## config.mk

```make
export PLATFORM = sky130hd
export DESIGN_NAME = deskew_buffer
export DESIGN_NICKNAME = d
export VERILOG_FILES = /design/src/rtl/deskew_buffer_pkg.sv /design/src/rtl/deskew_lane.sv /design/src/rtl/deskew_buffer.sv
export SDC_FILE = /design/constraint.sdc
export NUM_CORES = 2
export LEC_CHECK = 0
export BUFFER_PORTS_ARGS = -buffer_cell sky130_fd_sc_hd__buf_2
export CAP_MARGIN = 15
export CELL_PAD_IN_SITES_DETAIL_PLACEMENT = 0
export CELL_PAD_IN_SITES_GLOBAL_PLACEMENT = 1
export CORE_MARGIN = 2
export CORE_UTILIZATION = 55
export DETAILED_ROUTE_END_ITERATION = 8
export GPL_ROUTABILITY_DRIVEN = 0
export PLACE_DENSITY_LB_ADDON = 0.1
export SYNTH_ARGS = -nofsm -noshare
export SYNTH_HDL_FRONTEND = slang
export SYNTH_HIERARCHICAL = 1
export SYNTH_SLANG_ARGS = --single-unit
```

## constraint.sdc

```tcl
create_clock -name clk -period 4.6 [get_ports clk]
set_input_delay 0.69 -clock clk [delete_from_list [all_inputs] [get_ports clk]]
set_output_delay 0.69 -clock clk [all_outputs]
set_load 0.03 [all_outputs]
```

## src/rtl/deskew_buffer_pkg.sv

```systemverilog
// Shared types and defaults for the deskew buffer.
// Provides array geometry defaults, accumulator word type and FSM states.
package deskew_buffer_pkg;

    localparam int ARRAY_SIZE_DEF = 8;
    localparam int ACC_WIDTH_DEF  = 32;

    typedef logic signed [ACC_WIDTH_DEF-1:0] acc_t;

    typedef enum logic {
        FILL  = 1'b0,
        DRAIN = 1'b1
    } deskew_state_t;

endpackage

```

## src/rtl/deskew_lane.sv

```systemverilog
// One column lane of the deskew buffer: DEPTH-word store plus write counter.
// Ports: valid/data word in, accept (collecting), clear (restart counter),
//        rd_idx/rd_data row read, full (full after this edge), drop pulse.
module deskew_lane #(
    parameter int DEPTH = 8,
    parameter int WIDTH = 32
) (
    input  logic                       clk,
    input  logic                       rst,
    input  logic                       valid,
    input  logic                       accept,
    input  logic                       clear,
    input  logic [WIDTH-1:0]           data,
    input  logic [$clog2(DEPTH)-1:0]   rd_idx,
    output logic [WIDTH-1:0]           rd_data,
    output logic                       full,
    output logic                       drop
);

    localparam int CW = $clog2(DEPTH + 1);
    localparam int IW = $clog2(DEPTH);

    logic [WIDTH-1:0] mem [DEPTH];
    logic [CW-1:0]    count;
    logic             at_top;
    logic             write;

    assign at_top  = (count == CW'(DEPTH));
    assign write   = valid && accept && !at_top;
    assign drop    = valid && (!accept || at_top);
    // Counts the word landing this cycle so the FSM can leave FILL
    // on the same edge as the final write.
    assign full    = at_top || (write && count == CW'(DEPTH - 1));
    assign rd_data = mem[rd_idx];

    always_ff @(posedge clk or negedge rst) begin
        if (!rst) begin
            count <= '0;
        end else if (clear) begin
            count <= '0;
        end else if (write) begin
            count <= count + CW'(1);
        end
    end

    always_ff @(posedge clk or negedge rst) begin
        if (!rst) begin
            for (int i = 0; i < DEPTH; i++) begin
                mem[i] <= '0;
            end
        end else if (write) begin
            mem[count[IW-1:0]] <= data;
        end
    end

endmodule

```

## src/rtl/deskew_buffer.sv

```systemverilog
// Collects skewed per-lane result streams into a full tile, then
// presents it as aligned rows over valid/ready.
// Ports: clk, rst (async active-low), in_valid/data_in/in_ready lane side,
//        out_valid/out_ready/data_out/out_row/out_last row side, overflow.
module deskew_buffer
    import deskew_buffer_pkg::*;
#(
    parameter int ARRAY_SIZE = ARRAY_SIZE_DEF,
    parameter int ACC_WIDTH  = ACC_WIDTH_DEF
) (
    input  logic                                      clk,
    input  logic                                      rst,
    input  logic [ARRAY_SIZE-1:0]                     in_valid,
    input  logic signed [ARRAY_SIZE-1:0][ACC_WIDTH-1:0] data_in,
    output logic                                      in_ready,
    output logic                                      out_valid,
    input  logic                                      out_ready,
    output logic signed [ARRAY_SIZE-1:0][ACC_WIDTH-1:0] data_out,
    output logic [$clog2(ARRAY_SIZE)-1:0]             out_row,
    output logic                                      out_last,
    output logic                                      overflow
);

    localparam int PW = $clog2(ARRAY_SIZE);

    deskew_state_t state;
    logic [PW-1:0] rd_ptr;

    logic [ARRAY_SIZE-1:0]                lane_full;
    logic [ARRAY_SIZE-1:0]                lane_drop;
    logic [ARRAY_SIZE-1:0][ACC_WIDTH-1:0] rows;

    logic filling;
    logic at_last;
    logic xfer;
    logic wrap;

    assign filling = (state == FILL);
    assign at_last = (rd_ptr == PW'(ARRAY_SIZE - 1));
    assign xfer    = !filling && out_ready;
    assign wrap    = xfer && at_last;

    assign in_ready  = filling;
    assign out_valid = !filling;
    assign out_row   = rd_ptr;
    assign out_last  = !filling && at_last;
    assign data_out  = rows;

    for (genvar j = 0; j < ARRAY_SIZE; j++) begin : g_lane
        deskew_lane #(
            .DEPTH (ARRAY_SIZE),
            .WIDTH (ACC_WIDTH)
        ) u_lane (
            .clk     (clk),
            .rst     (rst),
            .valid   (in_valid[j]),
            .accept  (filling),
            .clear   (wrap),
            .data    (data_in[j]),
            .rd_idx  (rd_ptr),
            .rd_data (rows[j]),
            .full    (lane_full[j]),
            .drop    (lane_drop[j])
        );
    end

    always_ff @(posedge clk or negedge rst) begin
        if (!rst) begin
            state  <= FILL;
            rd_ptr <= '0;
        end else begin
            unique case (state)
                FILL: begin
                    if (&lane_full) begin
                        state <= DRAIN;
                    end
                end
                DRAIN: begin
                    if (wrap) begin
                        state  <= FILL;
                        rd_ptr <= '0;
                    end else if (xfer) begin
                        rd_ptr <= rd_ptr + PW'(1);
                    end
                end
                default: state <= FILL;
            endcase
        end
    end

    always_ff @(posedge clk or negedge rst) begin
        if (!rst) begin
            overflow <= 1'b0;
        end else if (|lane_drop) begin
            overflow <= 1'b1;
        end
    end

endmodule

```

==> impl_metrics.tcl <==
set metrics [dict create \
    setup.worst_path.class "flip-flop to primary output" \
    total_die_area_um2 175100 \
    grt.overflow.total 0 \
    synth_seq_area_share_pct 55.23 \
    yosys_most_used_dff "dfrtp_1" \
    timing.critical_path.slowest_cell_delay_ns 0.93 \
    final_ant_viol_nets 0 \
    placeableCoreArea_um2 171200 \
    vdd.ir_drop.worst_uv 584.1 \
    fillCellCount 12670 \
    ctsRootBufferMaster "clkbuf_16" \
    grt_pass1_wl_um 346900 \
    die_w_um 418.4 \
    grt_start_max_net_pins 157 \
    post_synth_most_frequent_cells "dfrtp_1 (2085), mux2_2 (2060), mux4_2 (512)" \
    drt_pass1_iterations 5 \
    port-buffer-count 529 \
    synth_top_cell_by_area "dfrtp_1" \
    compound_cell_area_share_of_the_yosys_netlist_pct 0.3285 \
    clk_pin_slew_worst_paths_ns 0.06 \
    post_synth_instance_area_um2 94470 \
    yosys.cell_count.top_type "dfrtp_1" \
    final-instance-count-excl-fill 8550 \
    cts_inserted_buffers 216 \
    ioPinCount 530 \
    critPathRequiredTime_ns 3.91 \
    synth_simple_gate_area_share_pct 1.130 \
    dpl.hpwl_um 133700 \
    finalHoldViolations 0 \
    groute.usage.overall_pct 26.08 \
    finalClockSkew_ns 0.02453 \
    clock_path_buffers 3 \
    layout.area.seq_um2 52190 \
    worstSetupStartpointType "flip-flop" \
    worstSkewPairLatency_ns 0.85 \
    final-max-slew-violation-count 0 \
    timing.hold.worst.class "input pin to flip-flop" \
    layout-drive-gt1-share_pct 62.23 \
    period_minus_slack_ns 4.123 \
    vias 51150 \
    post_syn_nets 5861 \
    timing_worst_slew_pin_value_ns 1.141 \
    yosysUniqueCellTypes 37 \
    fp-row-count 152 \
    chipHeight_um 418.4 \
    post_synth_edffs 0 \
    cts_tree "yes" \
    fin_tns_setup_ns 0 \
    period_share_pct 89.63 \
    fmax_mhz 242.5 \
    postCtsResizedCells 0 \
    clock-sinks 2085 \
    multiInputGateArea_um2 40690 \
    timing.critical_path.slowest_stage_cell "dfrtp_4" \
    unrepaired_setup_endpoints_after_global_routing "no" \
    post_synth_inst_count 5576 \
    cp_common_cell "buf_12" \
    placedCellCount 8128 \
    crit_arrival_ns 3.43 \
    yosys-mux-area-fraction_pct 41.03 \
    mean_cell_area_of_the_mapped_netlist_um2 16.94 \
    ys.warnings.count 6 \
    setup_violations 0 \
    initial_core_utilization_pct 55.19 \
    synth_fa_ha_area_share_pct 0.2384 \
    htree_num_levels 4 \
    area_delta_synth_final_pct 13.57 \
    viasPerCell 5.983 \
    worst-path-max-fanout 32 \
    initialDrtViolationCount 2630 \
    grt_pass1_vias 55610 \
    leakage_nw 47.91 \
    number_of_antenna_violations_at_the_first_check_in_global_routing 88 \
    worst_slew_margin_rel_pct 23.96 \
    routedWlPerCell_um 26.25 \
    finish.net_count 6399 \
    max_cap_violations 0 \
    outcome "completed" \
    pwr_density_cell_nw_per_um2 831.4 \
    synth-xor-area-share_pct 0 \
    synth.area.top_cells "dfrtp_1 (55%), mux2_2 (25%), mux4_2 (12%)" \
    main_combinational_cell_family_by_area_after_synthesis "multiplexers" \
    yosysTopAreaCellShare_pct 55.23 \
    setup_crit_end_kind "primary output" \
    finish.instance_area_um2 107300 \
    ys_async_sr_fraction_pct 100.0 \
    drc 0 \
    drt_wl_total_um 224400 \
    yosys_reg_bits 2085 \
    total_power_mw 89.20 \
    post_dp_cell_area_um2 100100 \
    series_of_cell_instances_along_the_critical_path "buf_12, buf_12, mux4_2, mux2_2, buf_2" \
]
[metal layers]
layer  track usage (%)  share of wire, %  wire, µm
met1             33.97                42     94240
met2             44.54                51    114800
met3             4.254               3.5      7858
met4             8.995               3.2      7212
met5                 0              0.11       251
[cell type report]
cell class | count | area share, %
Antenna cell | 24 | 0.05598
Timing Repair Buffer | 680 | 4.054
Clock inverter | 60 | 0.4980
Sequential cell | 2085 | 48.64
Multi-Input combinational cell | 3114 | 37.93
Tap cell | 2233 | 2.604
Clock buffer | 337 | 6.160
Inverter | 17 | 0.05948
[flip-flops by register name, summed over array words and instances (netlist names)]
register             flops
out_row                  3
g_lane.u_lane/mem     2048
out_valid                1
g_lane.u_lane/count     32
overflow                 1
[cell families (layout without fill, tap and decap cells)]
kind of cell             count (synthesis)  after routing
multiplexers                          2851           2851
adder cells (fa/ha/maj)                 18             18
AO/OA/AOI/OAI                           42             42
AND/OR/NAND/NOR                        203            203
buffers and inverters                  377           1094
other                                    0             24
flip-flops                            2085           2085
[path summary, 6_finish.rpt]
path / startpoint / endpoint / slack, ns / cells past startpoint
min in group asynchronous: rst / g_lane[1].u_lane/mem[215]$_DFFE_PN0P_ / 0.51 / 2
max in group asynchronous: rst / g_lane[2].u_lane/mem[231]$_DFFE_PN0P_ / 2.61 / 4
setup / recovery: out_row[1]$_DFFE_PN0P_ / data_out[229] / 0.48 / 5
hold reg to reg: overflow$_DFFE_PN0P_ / overflow$_DFFE_PN0P_ / 0.47 / 2
setup reg to reg: out_valid$_DFF_PN0_ / g_lane[5].u_lane/mem[20]$_DFFE_PN0P_ / 1.28 / 6
hold / removal: data_in[4] / g_lane[0].u_lane/mem[164]$_DFFE_PN0P_ / 0.17 / 2
[placed cells by master, fill, tap and decap left out, types with 17 or more instances in the layout]
cell	Yosys	layout
nand3_1	25	17
buf_12	0	45
nor2_1	66	34
nor2_4	0	32
clkbuf_8	0	60
buf_2	228	528
clkinv_2	0	45
clkbuf_1	90	54
mux2_4	243	243
nand2b_1	40	32
ha_1	18	18
mux2_2	2060	2060
mux2_1	20	20
dfrtp_1	2085	2082
clkbuf_16	0	223
diode_2	0	24
buf_4	0	106
mux4_2	512	512
[repair_timing]
action	4_1_cts	5_1_grt
endpoints found under the setup margin	0	0
hold buffers	1	0
endpoints found under the hold margin	60	0
setup buffers	0	0
[per-stage QoR]
stage | hold slack, ns | utilization [%] | setup slack [ns]
2_1_floorplan | 0.3944 | - | 1.777
3_3_place_gp | 0.4504 | 58.47 | 1.288
3_5_place_dp | 0.4594 | 58.47 | 1.259
4_1_cts | 0.08727 | 62.65 | 0.3371
5_1_grt | 0.1258 | 62.68 | 0.3015
6_report | 0.1714 | 62.68 | 0.4769
[power breakdown]
group	internal, mW	switching (mW)	total, mW
Sequential	27.3	4.70	32.0
Clock	10.2	7.22	17.4
Combinational	20.7	19.0	39.7
Total	58.3	30.9	89.2
[worst max-delay path, delay by kind of cell (launching register included)]
kind / cells / cell delay (ns)
multiplexers: 2 / 0.87
flip-flops: 1 / 0.93
buffers and inverters: 3 / 0.78
No activity file was read; power rests on OpenSTA's default activity.
